## src/rtl/beat_bus_ctrl_pkg.sv

```systemverilog
// Shared definitions for the beat sequencer / bus controller:
// opcodes, FSM state type, registered bus bundle and opcode classifiers.
package cpu_pkg;

  typedef enum logic [2:0] {
    S_IDLE,
    S_F_HI,
    S_F_LO,
    S_EX,
    S_MEM,
    S_WB
  } state_e;

  localparam logic [3:0] OP_JMP = 4'h0;
  localparam logic [3:0] OP_JZ  = 4'h1;
  localparam logic [3:0] OP_ADD = 4'h2;
  localparam logic [3:0] OP_SUB = 4'h3;
  localparam logic [3:0] OP_MOI = 4'h4;
  localparam logic [3:0] OP_MOV = 4'h5;
  localparam logic [3:0] OP_STA = 4'h6;
  localparam logic [3:0] OP_LDA = 4'h7;
  localparam logic [3:0] OP_OUT = 4'h8;
  localparam logic [3:0] OP_IN  = 4'h9;

  localparam logic [3:0] BEAT_T1 = 4'b0001;
  localparam logic [3:0] BEAT_T2 = 4'b0010;
  localparam logic [3:0] BEAT_T3 = 4'b0100;
  localparam logic [3:0] BEAT_T4 = 4'b1000;

  typedef struct packed {
    logic [3:0] beat;
    logic [7:0] abus;
    logic [1:0] ioad;
    logic       nmreq;
    logic       nrd;
    logic       nwr;
    logic       npreq;
    logic       nprd;
    logic       npwr;
    logic       oe;
  } bus_out_t;

  localparam bus_out_t BUS_IDLE = '{
    beat:  4'b0000,
    abus:  8'h00,
    ioad:  2'b00,
    nmreq: 1'b1,
    nrd:   1'b1,
    nwr:   1'b1,
    npreq: 1'b1,
    nprd:  1'b1,
    npwr:  1'b1,
    oe:    1'b0
  };

  function automatic logic is_mem_op(input logic [3:0] op);
    return op inside {OP_STA, OP_LDA, OP_OUT, OP_IN};
  endfunction

  function automatic logic is_wb_op(input logic [3:0] op);
    return op inside {OP_ADD, OP_SUB, OP_MOI, OP_MOV, OP_LDA, OP_IN};
  endfunction

  function automatic logic is_jmp_op(input logic [3:0] op);
    return op inside {OP_JMP, OP_JZ};
  endfunction

endpackage

```

## src/rtl/beat_bus_ctrl_if.sv

```systemverilog
// Shared external bus: memory and port strobes, address, port id,
// data-bus enable and the slave ready return.
interface beat_bus_ctrl_if;
  logic [7:0] ABUS;
  logic [1:0] IOAD;
  logic       nMREQ;
  logic       nRD;
  logic       nWR;
  logic       nPREQ;
  logic       nPRD;
  logic       nPWR;
  logic       dbus_oe;
  logic       rdy;

  modport master (
    output ABUS, IOAD,
    output nMREQ, nRD, nWR,
    output nPREQ, nPRD, nPWR,
    output dbus_oe,
    input  rdy
  );

  modport slave (
    input  ABUS, IOAD,
    input  nMREQ, nRD, nWR,
    input  nPREQ, nPRD, nPWR,
    input  dbus_oe,
    output rdy
  );
endinterface

```

## src/rtl/beat_bus_ctrl_timer.sv

```systemverilog
// Ready-wait counter for bus accesses; expired marks the rdy=0
// cycle that brings the count to its maximum of 2^WAIT_W-1.
module bus_wait_timer #(
  parameter int WAIT_W = 4
) (
  input  logic clk,
  input  logic rst_n,
  input  logic clr,
  input  logic en,
  output logic expired
);

  localparam logic [WAIT_W-1:0] LAST =
    {{(WAIT_W-1){1'b1}}, 1'b0};

  logic [WAIT_W-1:0] cnt;

  always_ff @(posedge clk or negedge rst_n) begin
    if (!rst_n) begin
      cnt <= '0;
    end else if (clr) begin
      cnt <= '0;
    end else if (en) begin
      cnt <= cnt + 1'b1;
    end
  end

  assign expired = en && (cnt == LAST);

endmodule

```

## src/rtl/beat_bus_ctrl.sv

```systemverilog
// Instruction-cycle sequencer: one-hot beats, two-byte fetch,
// memory/port handshakes and datapath strobes with access timeout.
module beat_bus_ctrl
  import cpu_pkg::*;
#(
  parameter int WAIT_W = 4
) (
  input  logic             clk,
  input  logic             nRST,
  input  logic             run,
  input  logic [15:0]      ir,
  input  logic [7:0]       pc,
  input  logic             jp,
  beat_bus_ctrl_if.master  bus,
  output logic [3:0]       beat,
  output logic             ir_ld_hi,
  output logic             ir_ld_lo,
  output logic             pc_inc,
  output logic             pc_ld,
  output logic             wbin,
  output logic             wbr,
  output logic             bus_err
);

  state_e   state;
  state_e   state_n;
  bus_out_t bq;
  bus_out_t bn;
  logic [3:0] op;
  logic [7:0] fa;
  logic       acc;
  logic       rdy;
  logic       expired;
  logic       tmr_en;
  logic       tmr_clr;
  logic       jump;
  logic       err_n;
  logic       unused_ir;

  assign op        = ir[15:12];
  assign rdy       = bus.rdy;
  assign unused_ir = ^ir[11:8];

  assign acc = (state == S_F_HI) ||
               (state == S_F_LO) ||
               (state == S_MEM);

  assign tmr_en  = acc && !rdy;
  assign tmr_clr = !acc || (state_n != state);

  bus_wait_timer #(
    .WAIT_W (WAIT_W)
  ) u_timer (
    .clk     (clk),
    .rst_n   (nRST),
    .clr     (tmr_clr),
    .en      (tmr_en),
    .expired (expired)
  );

  assign jump  = (state == S_WB) && is_jmp_op(op) && jp;
  assign err_n = bus_err || expired;

  always_comb begin
    state_n = state;
    unique case (state)
      S_IDLE: if (run && !bus_err) state_n = S_F_HI;
      S_F_HI: begin
        if (rdy)          state_n = S_F_LO;
        else if (expired) state_n = S_IDLE;
      end
      S_F_LO: begin
        if (rdy)          state_n = S_EX;
        else if (expired) state_n = S_IDLE;
      end
      S_EX: state_n = is_mem_op(op) ? S_MEM : S_WB;
      S_MEM: begin
        if (rdy)          state_n = S_WB;
        else if (expired) state_n = S_IDLE;
      end
      S_WB: state_n = run ? S_F_HI : S_IDLE;
      default: state_n = S_IDLE;
    endcase
  end

  // Fetch address anticipates the PC register update made on this edge.
  always_comb begin
    fa = pc;
    unique case (1'b1)
      (state == S_F_HI) && rdy: fa = pc + 8'd1;
      jump:                     fa = ir[7:0];
      default:                  fa = pc;
    endcase
  end

  always_comb begin
    bn = BUS_IDLE;
    unique case (state_n)
      S_F_HI, S_F_LO: begin
        bn.beat  = BEAT_T1;
        bn.abus  = fa;
        bn.nmreq = 1'b0;
        bn.nrd   = 1'b0;
      end
      S_EX: bn.beat = BEAT_T2;
      S_MEM: begin
        bn.beat = BEAT_T3;
        unique case (op)
          OP_STA: begin
            bn.abus  = ir[7:0];
            bn.nmreq = 1'b0;
            bn.nwr   = 1'b0;
            bn.oe    = 1'b1;
          end
          OP_LDA: begin
            bn.abus  = ir[7:0];
            bn.nmreq = 1'b0;
            bn.nrd   = 1'b0;
          end
          OP_OUT: begin
            bn.ioad  = ir[1:0];
            bn.npreq = 1'b0;
            bn.npwr  = 1'b0;
            bn.oe    = 1'b1;
          end
          OP_IN: begin
            bn.ioad  = ir[1:0];
            bn.npreq = 1'b0;
            bn.nprd  = 1'b0;
          end
          default: bn = BUS_IDLE;
        endcase
      end
      S_WB:    bn.beat = BEAT_T4;
      default: bn = BUS_IDLE;
    endcase
  end

  always_ff @(posedge clk or negedge nRST) begin
    if (!nRST) begin
      state   <= S_IDLE;
      bq      <= BUS_IDLE;
      bus_err <= 1'b0;
    end else begin
      state   <= state_n;
      bq      <= bn;
      bus_err <= err_n;
    end
  end

  assign beat        = bq.beat;
  assign bus.ABUS    = bq.abus;
  assign bus.IOAD    = bq.ioad;
  assign bus.nMREQ   = bq.nmreq;
  assign bus.nRD     = bq.nrd;
  assign bus.nWR     = bq.nwr;
  assign bus.nPREQ   = bq.npreq;
  assign bus.nPRD    = bq.nprd;
  assign bus.nPWR    = bq.npwr;
  assign bus.dbus_oe = bq.oe;

  assign ir_ld_hi = (state == S_F_HI) && rdy;
  assign ir_ld_lo = (state == S_F_LO) && rdy;
  assign pc_inc   = ((state == S_F_HI) ||
                     (state == S_F_LO)) && rdy;
  assign wbin     = (state == S_MEM) && rdy &&
                    ((op == OP_LDA) || (op == OP_IN));
  assign wbr      = (state == S_WB) && is_wb_op(op);
  assign pc_ld    = jump;

endmodule

```

## src/flat_wrapper.sv

```systemverilog
// flat-port wrapper written by rule: the top's interface ports become plain ports
module beat_bus_ctrl_flat import cpu_pkg::*;
#(
  parameter int WAIT_W = 4
)
  (clk, nRST, run, ir, pc, jp, beat, ir_ld_hi, ir_ld_lo, pc_inc, pc_ld, wbin, wbr, bus_err, bus_ABUS, bus_IOAD, bus_nMREQ, bus_nRD, bus_nWR, bus_nPREQ, bus_nPRD, bus_nPWR, bus_dbus_oe, bus_rdy);
  beat_bus_ctrl_if bus_i ();
  input  logic clk;
  input  logic nRST;
  input  logic run;
  input  logic [15:0] ir;
  input  logic [7:0] pc;
  input  logic jp;
  output logic [3:0] beat;
  output logic ir_ld_hi;
  output logic ir_ld_lo;
  output logic pc_inc;
  output logic pc_ld;
  output logic wbin;
  output logic wbr;
  output logic bus_err;
  output wire logic [$bits(bus_i.ABUS)-1:0] bus_ABUS;
  output wire logic [$bits(bus_i.IOAD)-1:0] bus_IOAD;
  output wire logic [$bits(bus_i.nMREQ)-1:0] bus_nMREQ;
  output wire logic [$bits(bus_i.nRD)-1:0] bus_nRD;
  output wire logic [$bits(bus_i.nWR)-1:0] bus_nWR;
  output wire logic [$bits(bus_i.nPREQ)-1:0] bus_nPREQ;
  output wire logic [$bits(bus_i.nPRD)-1:0] bus_nPRD;
  output wire logic [$bits(bus_i.nPWR)-1:0] bus_nPWR;
  output wire logic [$bits(bus_i.dbus_oe)-1:0] bus_dbus_oe;
  input wire logic [$bits(bus_i.rdy)-1:0] bus_rdy;
  assign bus_ABUS = bus_i.ABUS;
  assign bus_IOAD = bus_i.IOAD;
  assign bus_nMREQ = bus_i.nMREQ;
  assign bus_nRD = bus_i.nRD;
  assign bus_nWR = bus_i.nWR;
  assign bus_nPREQ = bus_i.nPREQ;
  assign bus_nPRD = bus_i.nPRD;
  assign bus_nPWR = bus_i.nPWR;
  assign bus_dbus_oe = bus_i.dbus_oe;
  assign bus_i.rdy = bus_rdy;
  beat_bus_ctrl #(.WAIT_W(WAIT_W)) u_core (.clk(clk), .nRST(nRST), .run(run), .ir(ir), .pc(pc), .jp(jp), .bus(bus_i), .beat(beat), .ir_ld_hi(ir_ld_hi), .ir_ld_lo(ir_ld_lo), .pc_inc(pc_inc), .pc_ld(pc_ld), .wbin(wbin), .wbr(wbr), .bus_err(bus_err));
endmodule
```

## config.mk

```make
export PLATFORM = sky130hd
export DESIGN_NAME = beat_bus_ctrl_flat
export DESIGN_NICKNAME = d
export VERILOG_FILES = /design/src/rtl/beat_bus_ctrl_pkg.sv /design/src/rtl/beat_bus_ctrl_if.sv /design/src/rtl/beat_bus_ctrl_timer.sv /design/src/rtl/beat_bus_ctrl.sv /design/src/flat_wrapper.sv
export SDC_FILE = /design/constraint.sdc
export NUM_CORES = 1
export LEC_CHECK = 0
export CAP_MARGIN = 20
export CORE_ASPECT_RATIO = 0.6
export CORE_MARGIN = 4
export CORE_UTILIZATION = 40
export CTS_BUF_LIST = sky130_fd_sc_hd__clkbuf_8 sky130_fd_sc_hd__clkbuf_16
export CTS_CLUSTER_SIZE = 25
export DETAILED_ROUTE_END_ITERATION = 8
export PLACE_DENSITY = 0.76
export SLEW_MARGIN = 10
export SYNTH_ARGS = -nofsm -noshare
export SYNTH_HDL_FRONTEND = slang
export SYNTH_SLANG_ARGS = --single-unit
```

## constraint.sdc

```tcl
create_clock -name clk -period 1.9 [get_ports clk]
set_clock_uncertainty 0.15 [all_clocks]
set_input_delay 0.285 -clock clk [delete_from_list [all_inputs] [get_ports clk]]
set_output_delay 0.285 -clock clk [all_outputs]
set_load 0.01 [all_outputs]
```

# Word level (Yosys, flattened, before mapping)

Cells that the tools add are included.

Register bits after elaboration: 29
Input bits: 29
Output and inout port bits: 28

Add/subtract/negate cells: 2
Equality and inequality tests: 21
Mux-type cells: 26
Reduce and logical (&&, ||, !) cells: 30

Operators with widths:

| operator                                            | count |
|---|---|
| one-hot mux 8 bit (2 select lines)                  | 2 |
| 2-to-1 mux 3 bit                                    | 6 |
| one-hot mux 3 bit (6 select lines)                  | 1 |
| equality test 4 x 3 -> 1 bit, second input constant | 4 |
| one-hot mux 4 bit (4 select lines)                  | 1 |
| equality test 3 x 2 -> 1 bit, second input constant | 4 |
| equality test 3 bit, second input constant          | 4 |
| equality test 4 bit, second input constant          | 3 |
| logical AND 1 bit                                   | 11 |
| 2-to-1 mux 1 bit                                    | 9 |
| adder 8 x 1 -> 8 bit, second input constant         | 1 |
| equality test 4 x 2 -> 1 bit, second input constant | 2 |
| 2-to-1 mux 4 bit                                    | 2 |
| 2-to-1 mux 8 bit                                    | 1 |
| OR reduction 2 bit                                  | 4 |
| equality test 3 x 1 -> 1 bit, second input constant | 2 |
| nonzero test 6 bit                                  | 1 |
| logical OR 1 bit                                    | 5 |
| 2-to-1 mux 5 bit                                    | 1 |
| adder 4 x 1 -> 4 bit, second input constant         | 1 |
| equality test 4 x 1 -> 1 bit, second input constant | 1 |
| logical NOT 4 bit                                   | 1 |
| 2-to-1 mux 2 bit                                    | 2 |
| one-hot mux 2 bit (2 select lines)                  | 1 |
| 6 further kinds                                     | 9 |

# Logic depth before layout (Yosys ltp)

Depth after elaboration: 11
Mapped depth: 8
Mapped depth without buffers: 8

# Hierarchy

Synthesis repeated with hierarchy kept, for this count alone.

Cells, all modules: 166
Area, all modules: 1,635.3 um2

Modules (own cells, without submodules):

| module         | times used | cells an instance | area an instance (um2) |
|---|---|---|---|
| beat_bus_ctrl  | 1          | 146               | 1,412.6 |
| bus_wait_timer | 1          | 20                | 222.7 |

# Worst setup path before layout

Ideal clock, no wire load.

Path type: register to register
From: reg u_core.state[2]
To: reg u_core.bq (netlist bit u_core.bus.ABUS[5])
Library setup time: 83 ps
Arrival: 1,618 ps
Path slack: 50 ps
Cell stages (with the launch flop): 8
Clock period less this slack: 1,850 ps
Cells stage by stage: dfrtp_1 buf_6 or3_1 a211o_1 a211oi_2 buf_6 o21ai_1 o21ai_0

RTL lines:

| element                | RTL line             | text |
|---|---|---|
| start, declared        | beat_bus_ctrl.sv:25  | `state_e state;` |
| start signal, assigned | beat_bus_ctrl.sv:145 | `state <= state_n;` |
| end signal, assigned   | beat_bus_ctrl.sv:146 | `bq <= bn;` |
| end, declared          | beat_bus_ctrl.sv:27  | `bus_out_t bq;` |

==> run_results.csv <==
group,metric,value,unit
placed_design,io_buffers,52,
outcome,status,"finished, violations left",
setup_path,r2r_end,"u_core.bus.ABUS[6]",
yosys,ys_warn_count,0,
outcome,violations,"setup timing",
route,drc_errors,0,
yosys,synth-edff-count,0,
die,initial_core_util,42.1,%
clock_network,cts_tree,"yes",
die,dieArea,0.00499,sq mm
setup_path,worstPathArrival,2160,ps
clock_network,worstSkewPairLatency,300,ps
yosys,synth_largest_area_cell,"dfrtp_1",
route,wl,5940,um
die,die_y,56.3,um
clock_network,cts-htree-levels,2,
yosys,synth.avg_cell_area,9.67,sq um
setup_path,timing.rr.start,"u_core.state[2]",
cells_and_area,mostFrequentLayoutCells,"55 x buf_4, 41 x clkdlybuf4s50_1, 21 x dfrtp_1",
yosys,ys_async_sr_fraction,100,%
route,wl_per_cell,18.5,um
route,postRouteAntennaNets,0,
timing,setup_violations,18,
placed_design,dpl.cell_count,297,
grt,grt_max_degree,30,
timing,fin_hold_ws,179,ps
worst_hold_path,hp-class,"input port to register",
worst_hold_path,hp-start,"ir[12]",
timing,rsz0062_at_grt,"yes",
setup_path,r2r_cells,7,
yosys,synth.distinct_cells,51,
pwr,power_density,1190,mW/mm^2
run,max-cap-violations,0,
route,vias_per_cell,5.76,
timing,worstMarginPinSlew,367,ps
cells_and_area,final_cells,321,
clock_network,clockBufferDepth,2,
clock_network,path_clk_slew,70,ps
die,io_pins,57,
die,die_w,88.5,um
timing,setup_tns,-1630,ps
yosys,synth_seq_area_share,47.1,%
pwr,irDropWorstVdd,0.642,mV
yosys,ys_ff_latch,29,
yosys,synth_nets,193,
cells_and_area,nNetsFinal,305,
yosys,synth_area,0.00156,sq mm
placed_design,gp_congestion,0.949,
cells_and_area,antenna_cells,0,
cells_and_area,drive_gt1_share,40.9,%
grt,first_global_vias,1758,
cells_and_area,mostFrequentLayoutCell,"buf_4",
setup_path,startpoint_type,"register",
clock_network,holdBufCountCts,0,
grt,antenna_found_initial,0,
die,design.core.area,0.00370,sq mm
grt,grt_usage,23.4,%
placed_design,place_hpwl,3410,um
timing,worst_slack,-197,ps
route,drt-initial-drc-count,201,
timing,max_slew_margin,75.4,%
yosys,syn_inst,161,
cells_and_area,ff_latch_area,736,sq um
timing,hold_viol,0,
die,rows,17,
setup_path,end_kind,"register",
cells_and_area,nFillCells,234,
worst_hold_path,worstHoldPathCells,3,
timing,layout_min_cycle_time,2100,ps
yosys,synth.area.top_cells,"dfrtp_1 37%, dfstp_2 10%, nor2_1 4.1%",
cells_and_area,fin_area,0.00280,sq mm
timing,max_freq,477,MHz
cells_and_area,multi_input_area,873,sq um
pwr,finalPower,3.33,mW
timing,fin_crit_sh,110,%
setup_path,required,1960,ps
placed_design,placed_area,0.00242,sq mm
route,dr.pass1.iters,5,
clock_network,cts_root_buffer,"clkbuf_8",
timing,drv_slew,0,
grt,overflow,0,
yosys,synth_top_area_share,37.0,%
setup_path,r2r_slack,-200,ps
worst_hold_path,whs_endpoint,"u_core.bus.nRD",
pwr,p_leak,1.29,nW
setup_path,worstSetupPathType,"register to register",
cells_and_area,syn_to_final_growth,80.0,%
setup_path,cp_max_fo,6,
grt,grt_pass1_wl,8790,um
route,route.vias.total,1850,
yosys,synth_ff_type,"dfrtp_1",
clock_network,cts_buffers,5,
clock_network,cts_sinks,29,
==> where the power goes <==
group          switching [mW]  internal (mW)  total, mW
logic                   0.776          0.903       1.68
registers              0.0739          0.784      0.858
clock network           0.274          0.521      0.795
==> synthesized netlist by cell type (all sizes together), types with 2 or more instances <==
cell type / count
a211o: 2
a21boi: 6
a21oi: 3
a221o: 3
a22o: 5
a31oi: 2
and2: 3
and3b: 2
buf: 3
clkbuf: 3
dfrtp: 23
dfstp: 6
ha: 3
inv: 11
nand2: 10
nand2b: 4
nand3: 3
nand3b: 3
nand4: 2
nor2: 17
nor3: 6
nor4: 2
o21ai: 14
or2: 2
or3: 2
xor2: 2
==> cell families after synthesis <==
group / Yosys count / share of synthesized area [%]
fa+ha+maj: 3 / 2.41
flops: 29 / 47.1
simple gates: 63 / 22.2
buf+inv: 17 / 5.14
compound gates: 45 / 20.8
xor+xnor: 3 / 1.69
mux: 1 / 0.643
==> how the worst max path moves through the flow <==
stage,from,end
5_1_grt,u_core.state[2],u_core.bus.ABUS[5]
3_5_place_dp,ir[15],wbin
2_1_floorplan,u_core.state[2],u_core.bus.ABUS[5]
6_report,u_core.state[2],u_core.bus.ABUS[6]
3_3_place_gp,ir[15],wbin
4_1_cts,u_core.state[2],u_core.bus.ABUS[6]
==> registers in the layout (all words and copies together), names as in the netlist <==
register / cells
u_core.beat: 4
u_core.bus.ABUS: 8
u_core.bus.IOAD: 2
u_core.bus.dbus_oe: 1
u_core.bus.nMREQ: 1
u_core.bus.nPRD: 1
u_core.bus.nPREQ: 1
u_core.bus.nPWR: 1
u_core.bus.nRD: 1
u_core.bus.nWR: 1
u_core.bus_err: 1
u_core.state: 3
u_core.u_timer.cnt: 4
==> repair_timing <==
item | in CTS | in global routing
gates cloned | 1 | 0
buffers inserted | 12 | 4
gates resized for setup | 52 | 22
endpoints found under the setup margin | 24 | 26
pin swaps | 13 | 13
==> cell type report <==
cell class,count,share of cell area (%)
multi-input combinational,115,31.2
inverter,11,1.47
tap,47,2.10
timing repair buffer,111,34.2
sequential,29,26.3
clock inverter,3,2.32
clock buffer,5,2.46
==> worst max-delay path, cell delays in order (launching register included) <==
cell and delay (ps):
dfrtp_2 430, buf_6 120, or3_1 360, a211o_1 290, a211oi_2 260, buf_4 230, o21ai_2 70, o21ai_1 110
==> stage by stage <==
stage          utilization, %  setup slack (ps)
2_1_floorplan               -              49.7
3_3_place_gp             65.4              -500
3_5_place_dp             65.4              -503
4_1_cts                  73.5              -155
5_1_grt                  75.7              -216
6_report                 75.7              -197
==> layer usage <==
metal | wire [um] | GRT usage, % | up-vias
met2 | 2680 | 36.2 | 129
met4 | 254 | 9.70 | 0
met3 | 543 | 5.72 | 35
li1 | - | - | 811
met5 | 0 | 0 | -
met1 | 2460 | 31.2 | 875
No activity file was read; power rests on OpenSTA's default activity.
